<file path="config.mk">
export PLATFORM = sky130hd
export DESIGN_NAME = mem_access_unit
export DESIGN_NICKNAME = d
export VERILOG_FILES = /design/src/rtl/riscv_structures.sv /design/src/rtl/mau_lane_align.sv /design/src/rtl/mem_access_unit.sv
export SDC_FILE = /design/constraint.sdc
export NUM_CORES = 1
export LEC_CHECK = 0
export CAP_MARGIN = 20
export CORE_MARGIN = 4
export CORE_UTILIZATION = 25
export CTS_CLUSTER_DIAMETER = 120
export DETAILED_ROUTE_END_ITERATION = 10
export GPL_TIMING_DRIVEN = 0
export SLEW_MARGIN = 10
export SYNTH_ARGS = -nofsm -noshare
export SYNTH_HDL_FRONTEND = slang
export SYNTH_SLANG_ARGS = --single-unit
</file>
<file path="constraint.sdc">
create_clock -name clk -period 5.8 [get_ports clk]
set_input_delay 0.87 -clock clk [delete_from_list [all_inputs] [get_ports clk]]
set_output_delay 0.87 -clock clk [all_outputs]
set_load 0.05 [all_outputs]
</file>
<file path="src/rtl/riscv_structures.sv">
`default_nettype none
// +--------------------------------------------------------------------+
// | riscv_structures                                                   |
// | Shared memory-stage state encoding, funct3 codes and helpers.      |
// | Revision: 1.0                                                      |
// +--------------------------------------------------------------------+
package riscv_structures;

   typedef enum logic [2:0] {
      IDLE  = 3'd0,
      LOAD  = 3'd1,
      RMW   = 3'd2,
      STORE = 3'd3,
      RESP  = 3'd4
   } mau_state_t;

   localparam logic [2:0] c_F3_B  = 3'b000;
   localparam logic [2:0] c_F3_H  = 3'b001;
   localparam logic [2:0] c_F3_W  = 3'b010;
   localparam logic [2:0] c_F3_BU = 3'b100;
   localparam logic [2:0] c_F3_HU = 3'b101;

   function automatic logic f3_illegal(input logic write, input logic [2:0] f3);
      if (write)
         return !((f3 == c_F3_B) || (f3 == c_F3_H) || (f3 == c_F3_W));
      return (f3 == 3'b011) || (f3[2:1] == 2'b11);
   endfunction

   function automatic logic is_misaligned(input logic [2:0] f3, input logic [1:0] lo);
      return ((f3[1:0] == 2'b01) && lo[0]) || ((f3[1:0] == 2'b10) && (lo != 2'b00));
   endfunction

   // Clears only the address bits that would misalign the access width.
   function automatic logic [1:0] align_lo(input logic [2:0] f3, input logic [1:0] lo);
      case (f3[1:0])
         2'b01:   return {lo[1], 1'b0};
         2'b10:   return 2'b00;
         default: return lo;
      endcase
   endfunction

endpackage
`default_nettype wire

</file>
<file path="src/rtl/mau_lane_align.sv">
`default_nettype none
// +--------------------------------------------------------------------+
// | mau_lane_align                                                     |
// | Byte/half lane extraction with extension, and store lane merge.    |
// | Revision: 1.0                                                      |
// +--------------------------------------------------------------------+
module mau_lane_align
   import riscv_structures::*;
(
   input  logic [31:0] rd_word,
   input  logic [1:0]  addr_lo,
   input  logic [2:0]  funct3,
   input  logic [31:0] wdata,
   output logic [31:0] load_data,
   output logic [31:0] merged_word
);

   logic [7:0]  w_byte;
   logic [15:0] w_half;

   assign w_byte = rd_word[{addr_lo, 3'b000} +: 8];
   assign w_half = addr_lo[1] ? rd_word[31:16] : rd_word[15:0];

   always_comb begin
      load_data = rd_word;
      case (funct3)
         c_F3_B:  load_data = {{24{w_byte[7]}}, w_byte};
         c_F3_BU: load_data = {24'h000000, w_byte};
         c_F3_H:  load_data = {{16{w_half[15]}}, w_half};
         c_F3_HU: load_data = {16'h0000, w_half};
         default: load_data = rd_word;
      endcase
   end

   always_comb begin
      merged_word = rd_word;
      case (funct3[1:0])
         2'b00:   merged_word[{addr_lo, 3'b000} +: 8]      = wdata[7:0];
         2'b01:   merged_word[{addr_lo[1], 4'b0000} +: 16] = wdata[15:0];
         default: merged_word = wdata;
      endcase
   end

endmodule
`default_nettype wire

</file>
<file path="src/rtl/mem_access_unit.sv">
`default_nettype none
// +--------------------------------------------------------------------+
// | mem_access_unit                                                    |
// | RV32I load/store unit with sub-word read-modify-write.             |
// | Optional macro MAU_MISALIGN_TRAP_EN: misaligned accesses fault.    |
// | Revision: 1.0                                                      |
// +--------------------------------------------------------------------+
module mem_access_unit
   import riscv_structures::*;
(
   input  logic        clk,
   input  logic        rst,
   input  logic        req_valid,
   output logic        req_ready,
   input  logic        req_write,
   input  logic [2:0]  req_funct3,
   input  logic [31:0] req_addr,
   input  logic [31:0] req_wdata,
   output logic        resp_valid,
   output logic [31:0] resp_data,
   output logic        resp_fault,
   output logic [31:0] mem_address,
   output logic [31:0] mem_write_data,
   output logic        mem_write_enable,
   input  logic [31:0] mem_read_data
);

   mau_state_t  r_state;
   mau_state_t  w_next_state;
   logic [2:0]  r_funct3;
   logic [31:0] r_addr;
   logic [31:0] r_word;
   logic [31:0] r_data;
   logic        r_fault;

   logic        w_accept;
   logic        w_fault;
   logic [31:0] w_addr;
   logic [31:0] w_load_data;
   logic [31:0] w_merged_word;

   assign w_accept = req_valid && (r_state == IDLE);

`ifdef MAU_MISALIGN_TRAP_EN
   assign w_fault = f3_illegal(req_write, req_funct3) ||
                    is_misaligned(req_funct3, req_addr[1:0]);
   assign w_addr  = req_addr;
`else
   assign w_fault = f3_illegal(req_write, req_funct3);
   assign w_addr  = {req_addr[31:2], align_lo(req_funct3, req_addr[1:0])};
`endif

   mau_lane_align u_lane_align (
      .rd_word     (mem_read_data),
      .addr_lo     (r_addr[1:0]),
      .funct3      (r_funct3),
      .wdata       (r_word),
      .load_data   (w_load_data),
      .merged_word (w_merged_word)
   );

   always_ff @(posedge clk) begin
      if (rst)
         r_state <= IDLE;
      else
         r_state <= w_next_state;
   end

   // r_word holds the store data until RMW overwrites it with the merged word.
   always_ff @(posedge clk) begin
      if (rst) begin
         r_funct3 <= 3'b000;
         r_addr   <= 32'h0;
         r_word   <= 32'h0;
         r_data   <= 32'h0;
         r_fault  <= 1'b0;
      end else begin
         case (r_state)
            IDLE: begin
               if (w_accept) begin
                  r_funct3 <= req_funct3;
                  r_addr   <= w_addr;
                  r_word   <= req_wdata;
                  r_data   <= 32'h0;
                  r_fault  <= w_fault;
               end
            end
            LOAD:    r_data <= w_load_data;
            RMW:     r_word <= w_merged_word;
            default: ;
         endcase
      end
   end

   always_comb begin
      w_next_state     = r_state;
      req_ready        = 1'b0;
      resp_valid       = 1'b0;
      resp_fault       = 1'b0;
      resp_data        = 32'h0;
      mem_address      = 32'h0;
      mem_write_data   = 32'h0;
      mem_write_enable = 1'b0;
      case (r_state)
         IDLE: begin
            req_ready = 1'b1;
            if (w_accept) begin
               if (w_fault)
                  w_next_state = RESP;
               else if (!req_write)
                  w_next_state = LOAD;
               else if (req_funct3 == c_F3_W)
                  w_next_state = STORE;
               else
                  w_next_state = RMW;
            end
         end
         LOAD: begin
            mem_address  = {r_addr[31:2], 2'b00};
            w_next_state = RESP;
         end
         RMW: begin
            mem_address  = {r_addr[31:2], 2'b00};
            w_next_state = STORE;
         end
         STORE: begin
            mem_address      = {r_addr[31:2], 2'b00};
            mem_write_data   = r_word;
            mem_write_enable = !rst;
            w_next_state     = RESP;
         end
         RESP: begin
            resp_valid   = 1'b1;
            resp_fault   = r_fault;
            resp_data    = r_data;
            w_next_state = IDLE;
         end
         default: w_next_state = IDLE;
      endcase
   end

endmodule
`default_nettype wire

</file>
**After elaboration in Yosys (flattened, before gate mapping)**

Cells that the tools add are included.

- Input bits: 103
- Flip-flop bits (word level): 103
- Output and inout port bits: 100

- Equal/unequal tests: 16
- Multiplexer cells: 25
- Reductions and logical operators: 17
- Add/subtract/negate cells: 2
- Shift-type cells: 5

Operators by type and width:

| kind | count |
|---|---|
| $pmux 32 s2 | 3 |
| $mux 32 | 5 |
| $pmux 32 s4 | 1 |
| $bwmux 32 | 2 |
| $shift 16x7->32 const A | 1 |
| $shift 8x7->32 const A | 1 |
| $shiftx 16x7->32 | 1 |
| $shiftx 32x6->8 | 1 |
| $shiftx 8x7->32 | 1 |
| $mux 16 | 1 |
| $neg 5->7 | 2 |
| $eq 3x2->1 const B | 4 |
| $eq 3x1->1 const B | 3 |
| $eq 3x3->1 const B | 3 |
| $logic_not 3->1 | 3 |
| $pmux 3 s3 | 1 |
| $mux 1 | 8 |
| $mux 3 | 2 |
| $eq 2x1->1 const B | 2 |
| $eq 2x2->1 const B | 2 |
| $pmux 2 s2 | 1 |
| $reduce_and 2->1 | 2 |
| $reduce_bool 2->1 | 2 |
| $logic_or 1x1->1 | 3 |
| 9 further kinds | 10 |

**Depth between registers and ports, before layout**

- Depth after elaboration: 9
- Gate-level depth with buffers: 9
- Gate-level depth less buffers: 6

**Modules after synthesis**

A second synthesis with hierarchy kept.

- Cells, all modules: 909
- Area total of the unflattened synthesis: 6,600.1 um^2

By module, submodules not included:

| module | area each (um^2) | cells an instance | seq. area each (um^2) | instances |
|---|---|---|---|---|
| mem_access_unit | 5,027.3 | 663 | 2,062.0 | 1 |
| mau_lane_align | 1,572.8 | 246 | 0.0 | 1 |

**Least setup slack after synthesis**

OpenSTA, ideal clock, no wires.

- Path kind: input port to output port
- Start: input rst
- End: output mem_write_enable
- Required time: 4.930 ns
- Stages: 3
- Arrival time: 2.347 ns
- Slack: 2.583 ns
- Cell sequence: buf_2 -> clkbuf_1 -> nor3_1

- Word-level cells in the longest chain between the ends: 2

RTL lines:

| element | RTL line | source |
|---|---|---|
| start, declared | mem_access_unit.sv:12 | `input logic rst,` |
| $logic_not 1->1 | mem_access_unit.sv:129 | `mem_write_enable = !rst;` |
| $mux 1 | mem_access_unit.sv:104 | `case (r_state)` |
| end, declared | mem_access_unit.sv:24 | `output logic mem_write_enable,` |

Every way passes these cells.

**Worst setup path in the final report**

Ends and elaborated chain as after synthesis.

==> results_dict.tcl <==
set metrics [dict create \
    worst_hold_path_type "flip-flop to flip-flop" \
    cts_tree "done" \
    worstMarginPinSlew_ns 0.760 \
    die-area_um2 25700 \
    drc_errors 0 \
    worstPathRequired_ns 4.93 \
    cts_hold_buf 0 \
    slew_viol_final 0 \
    synth.largest_area_cell "dfxtp_1" \
    cp_slowest_cell "clkdlybuf4s50_1" \
    status "complete, no violations" \
    stdcell_area_um2 8520 \
    clk_pin_slew_ns 0.07 \
    synth_most_common_cell "nand2_1" \
    io_buffers 200 \
    synth_cells 721 \
    p_sw_w 0.000588 \
    grt_pass1_vias 6094 \
    fp.dieH_um 160 \
    clk_latency_ns 0.36 \
    setup_viol 0 \
    grt_pass1_wl_um 35300 \
    die_width_um 160 \
    p_seq_share_pct 42.5 \
    fin_ws_ns 1.77 \
    relSlewSlack_pct 49.3 \
    path_depth 5 \
    yosys_warnings 0 \
    p_sw_share_pct 31.3 \
    setup_tns_ns 0 \
    synth_cell_types 59 \
    synthTopCellsByArea "dfxtp_1 (35%), nand2_1 (7.6%), and2_1 (6.8%), a21oi_1 (4.6%), a221o_1 (4.1%)" \
    htree_levels 3 \
    drt_iter0_drc 408 \
    ys_seq_area_share_pct 35.5 \
    drt-pass1-iter-count 5 \
    io_pins 203 \
    cp_data_arrival_time_ns 3.16 \
    hold_depth 2 \
    max_freq_ghz 0.248 \
    fillCellCount 2408 \
    dpl_cell_area_um2 8210 \
    r2r_cells 8 \
    clock-sinks 103 \
    syn_area_per_cell_um2 8.06 \
    post_drt_wl_per_cell_um 18.8 \
    yosys-top-cells-count "nand2_1 (117), dfxtp_1 (103), and2_1 (63), a21oi_1 (53), and3_1 (33)" \
    vias 6216 \
    critical_path.top_delay_family "buffers and inverters" \
    layout.nets 1045 \
    cpMostUsedCell "clkdlybuf4s50_1" \
    place_congestion 0.903 \
    via_per_inst 4.97 \
    cp_cell_sequence "clkdlybuf4s50_1 -> buf_2 -> clkbuf_1 -> nor3_1 -> clkdlybuf4s50_1" \
    num_rows 55 \
    async_flop_share_pct 0 \
    worstSetupEndpointType "output pin" \
    power.internal_w 0.00129 \
    antenna_cells 0 \
    wl_um 23500 \
    multi_input_area_um2 3370 \
    grt_max_degree 19 \
    clockPowerShare_pct 35.0 \
    power.leakage_nw 3.19 \
    antenna_found_initial 3 \
    drtAntennaViolNets 0 \
    cts-buffers-inserted 9 \
    critPathBufInv 4 \
    crit_path_max_fanout 10 \
    power.density_nw_per_um2 220 \
    synth-seq-cells 103 \
    syn2layout_area_growth_pct 46.7 \
    register_area_um2 2060 \
    drv_cap 0 \
    start_util_pct 25.5 \
    cp_slowest_stage_delay_ns 0.75 \
    start_kind "input port" \
    synth.top_cell.area_share_pct 35.5 \
    clock_path_buffers 2 \
    post_cts_resized 0 \
    synth_ff_type "dfxtp_1" \
    rsz0062_at_grt "false" \
    ir_drop_v 0.000126 \
    fin_worst_skew_ns 0.0108 \
    gr-usage-all-layers_pct 17.4 \
    final.min_clock_period_ns 4.03 \
    grt-ovfl-total 0 \
    comb_power_share_pct 22.5 \
    core_um2 22800 \
    period_share_pct 69.4 \
    critPathKind "input port to output pin" \
    clockRootBuffer "clkbuf_16" \
    synth_area_um2 5810 \
    post-cts-setup-buffers 0 \
    final_layout_size_suffix_gt1_share_pct 7.89 \
    final_hold_viol_count 0 \
    synth_edf_count 0 \
    dp.final_hpwl_um 18300 \
    dp_slack_ns 1.77 \
]
-- path summary, 6_finish.rpt --
check	endpoint	slack, ns	start
max	mem_write_enable	1.77	rst
min	r_data[0]	0.45	r_data[0]
max reg2reg	r_word[20]	3.33	r_addr[1]
min reg2reg	r_data[0]	0.45	r_data[0]
-- through the flow --
stage                     hold slack (ns)  cells  utilization, %  power [W]
after CTS                           0.453   1251            37.4    0.00189
after detailed placement            0.440   1235            36.0    0.00123
after global placement              0.434   1235            36.0    0.00123
after floorplan                     0.418    722               -    0.00104
after global routing                0.470   1251            37.4    0.00196
final                               0.451   1251            37.4    0.00188
-- cell usage in the layout, fill, tap and decap left out, types with 8 or more instances in the layout --
cell type / synthesis / routed
o21ai_0: 15 / 15
buf_2: 27 / 27
clkdlybuf4s50_1: 0 / 200
a21oi_1: 53 / 53
a31oi_1: 24 / 24
ha_1: 9 / 9
nand2b_1: 10 / 10
clkbuf_1: 27 / 27
and3_1: 33 / 33
a211o_1: 8 / 8
nand2_1: 117 / 117
o21ai_1: 17 / 17
nand3_1: 31 / 31
mux2i_1: 16 / 16
dfxtp_1: 103 / 103
a221oi_1: 14 / 14
a211oi_1: 9 / 9
and2_1: 63 / 63
a221o_1: 24 / 24
clkbuf_16: 0 / 9
inv_1: 8 / 8
nor2_1: 11 / 11
nor2b_1: 13 / 13
-- tightest hold or removal path: cells and delay by family, from the launching register on --
kind / cells / cell delay [ns]
flip-flops: 1 / 0.31
AND/OR/NAND/NOR: 1 / 0.05
AO/OA/AOI/OAI: 1 / 0.05
-- state kept, by name, indices dropped and copies added, names as in the netlist --
signal and cells:
r_funct3 3, r_fault 1, r_addr 32, r_word 32, r_data 32, r_state 3
-- routing by layer --
metal / wire length (µm) / vias to the layer above / GRT usage (%)
met3: 2390 / 34 / 5.75
met5: 35 / - / 0
met2: 10300 / 290 / 27.2
met1: 10300 / 2858 / 23.3
li1: - / 3028 / -
met4: 399 / 6 / 3.91
-- power by group through the flow --
| stage | clock network (W) | logic (W) | registers (W) |
|---|---|---|---|
| finish | 0.000656 | 0.000423 | 0.000798 |
| global placement | 0 | 0.000419 | 0.000811 |
| CTS | 0.000673 | 0.000421 | 0.000796 |
| global route | 0.000693 | 0.000459 | 0.000803 |
| detailed placement | 0 | 0.000419 | 0.000812 |
| floorplan | 0 | 0.000247 | 0.000797 |
-- cells by family (layout without fill, tap and decap cells) --
family | count (synthesis) | in the layout | share of synthesized area [%]
and+or+nand+nor | 305 | 305 | 27.7
muxes | 18 | 18 | 3.34
AOI/OAI and AO/OA | 208 | 208 | 24.9
buffers and inverters | 77 | 293 | 6.59
adders and majority gates | 9 | 9 | 1.94
DFF | 103 | 103 | 35.5
other | 1 | 2 | 0.0645
-- layout make-up --
class / instances / share of cell area [%]
multi-input cells: 542 / 39.5
flip-flops and latches: 103 / 24.2
repair buffers: 200 / 23.5
well taps: 313 / 4.59
plain buffers: 66 / 4.01
clock buffers: 10 / 2.80
clock inverters: 6 / 0.895
inverters: 11 / 0.484
(Power assumes the default switching activity.)
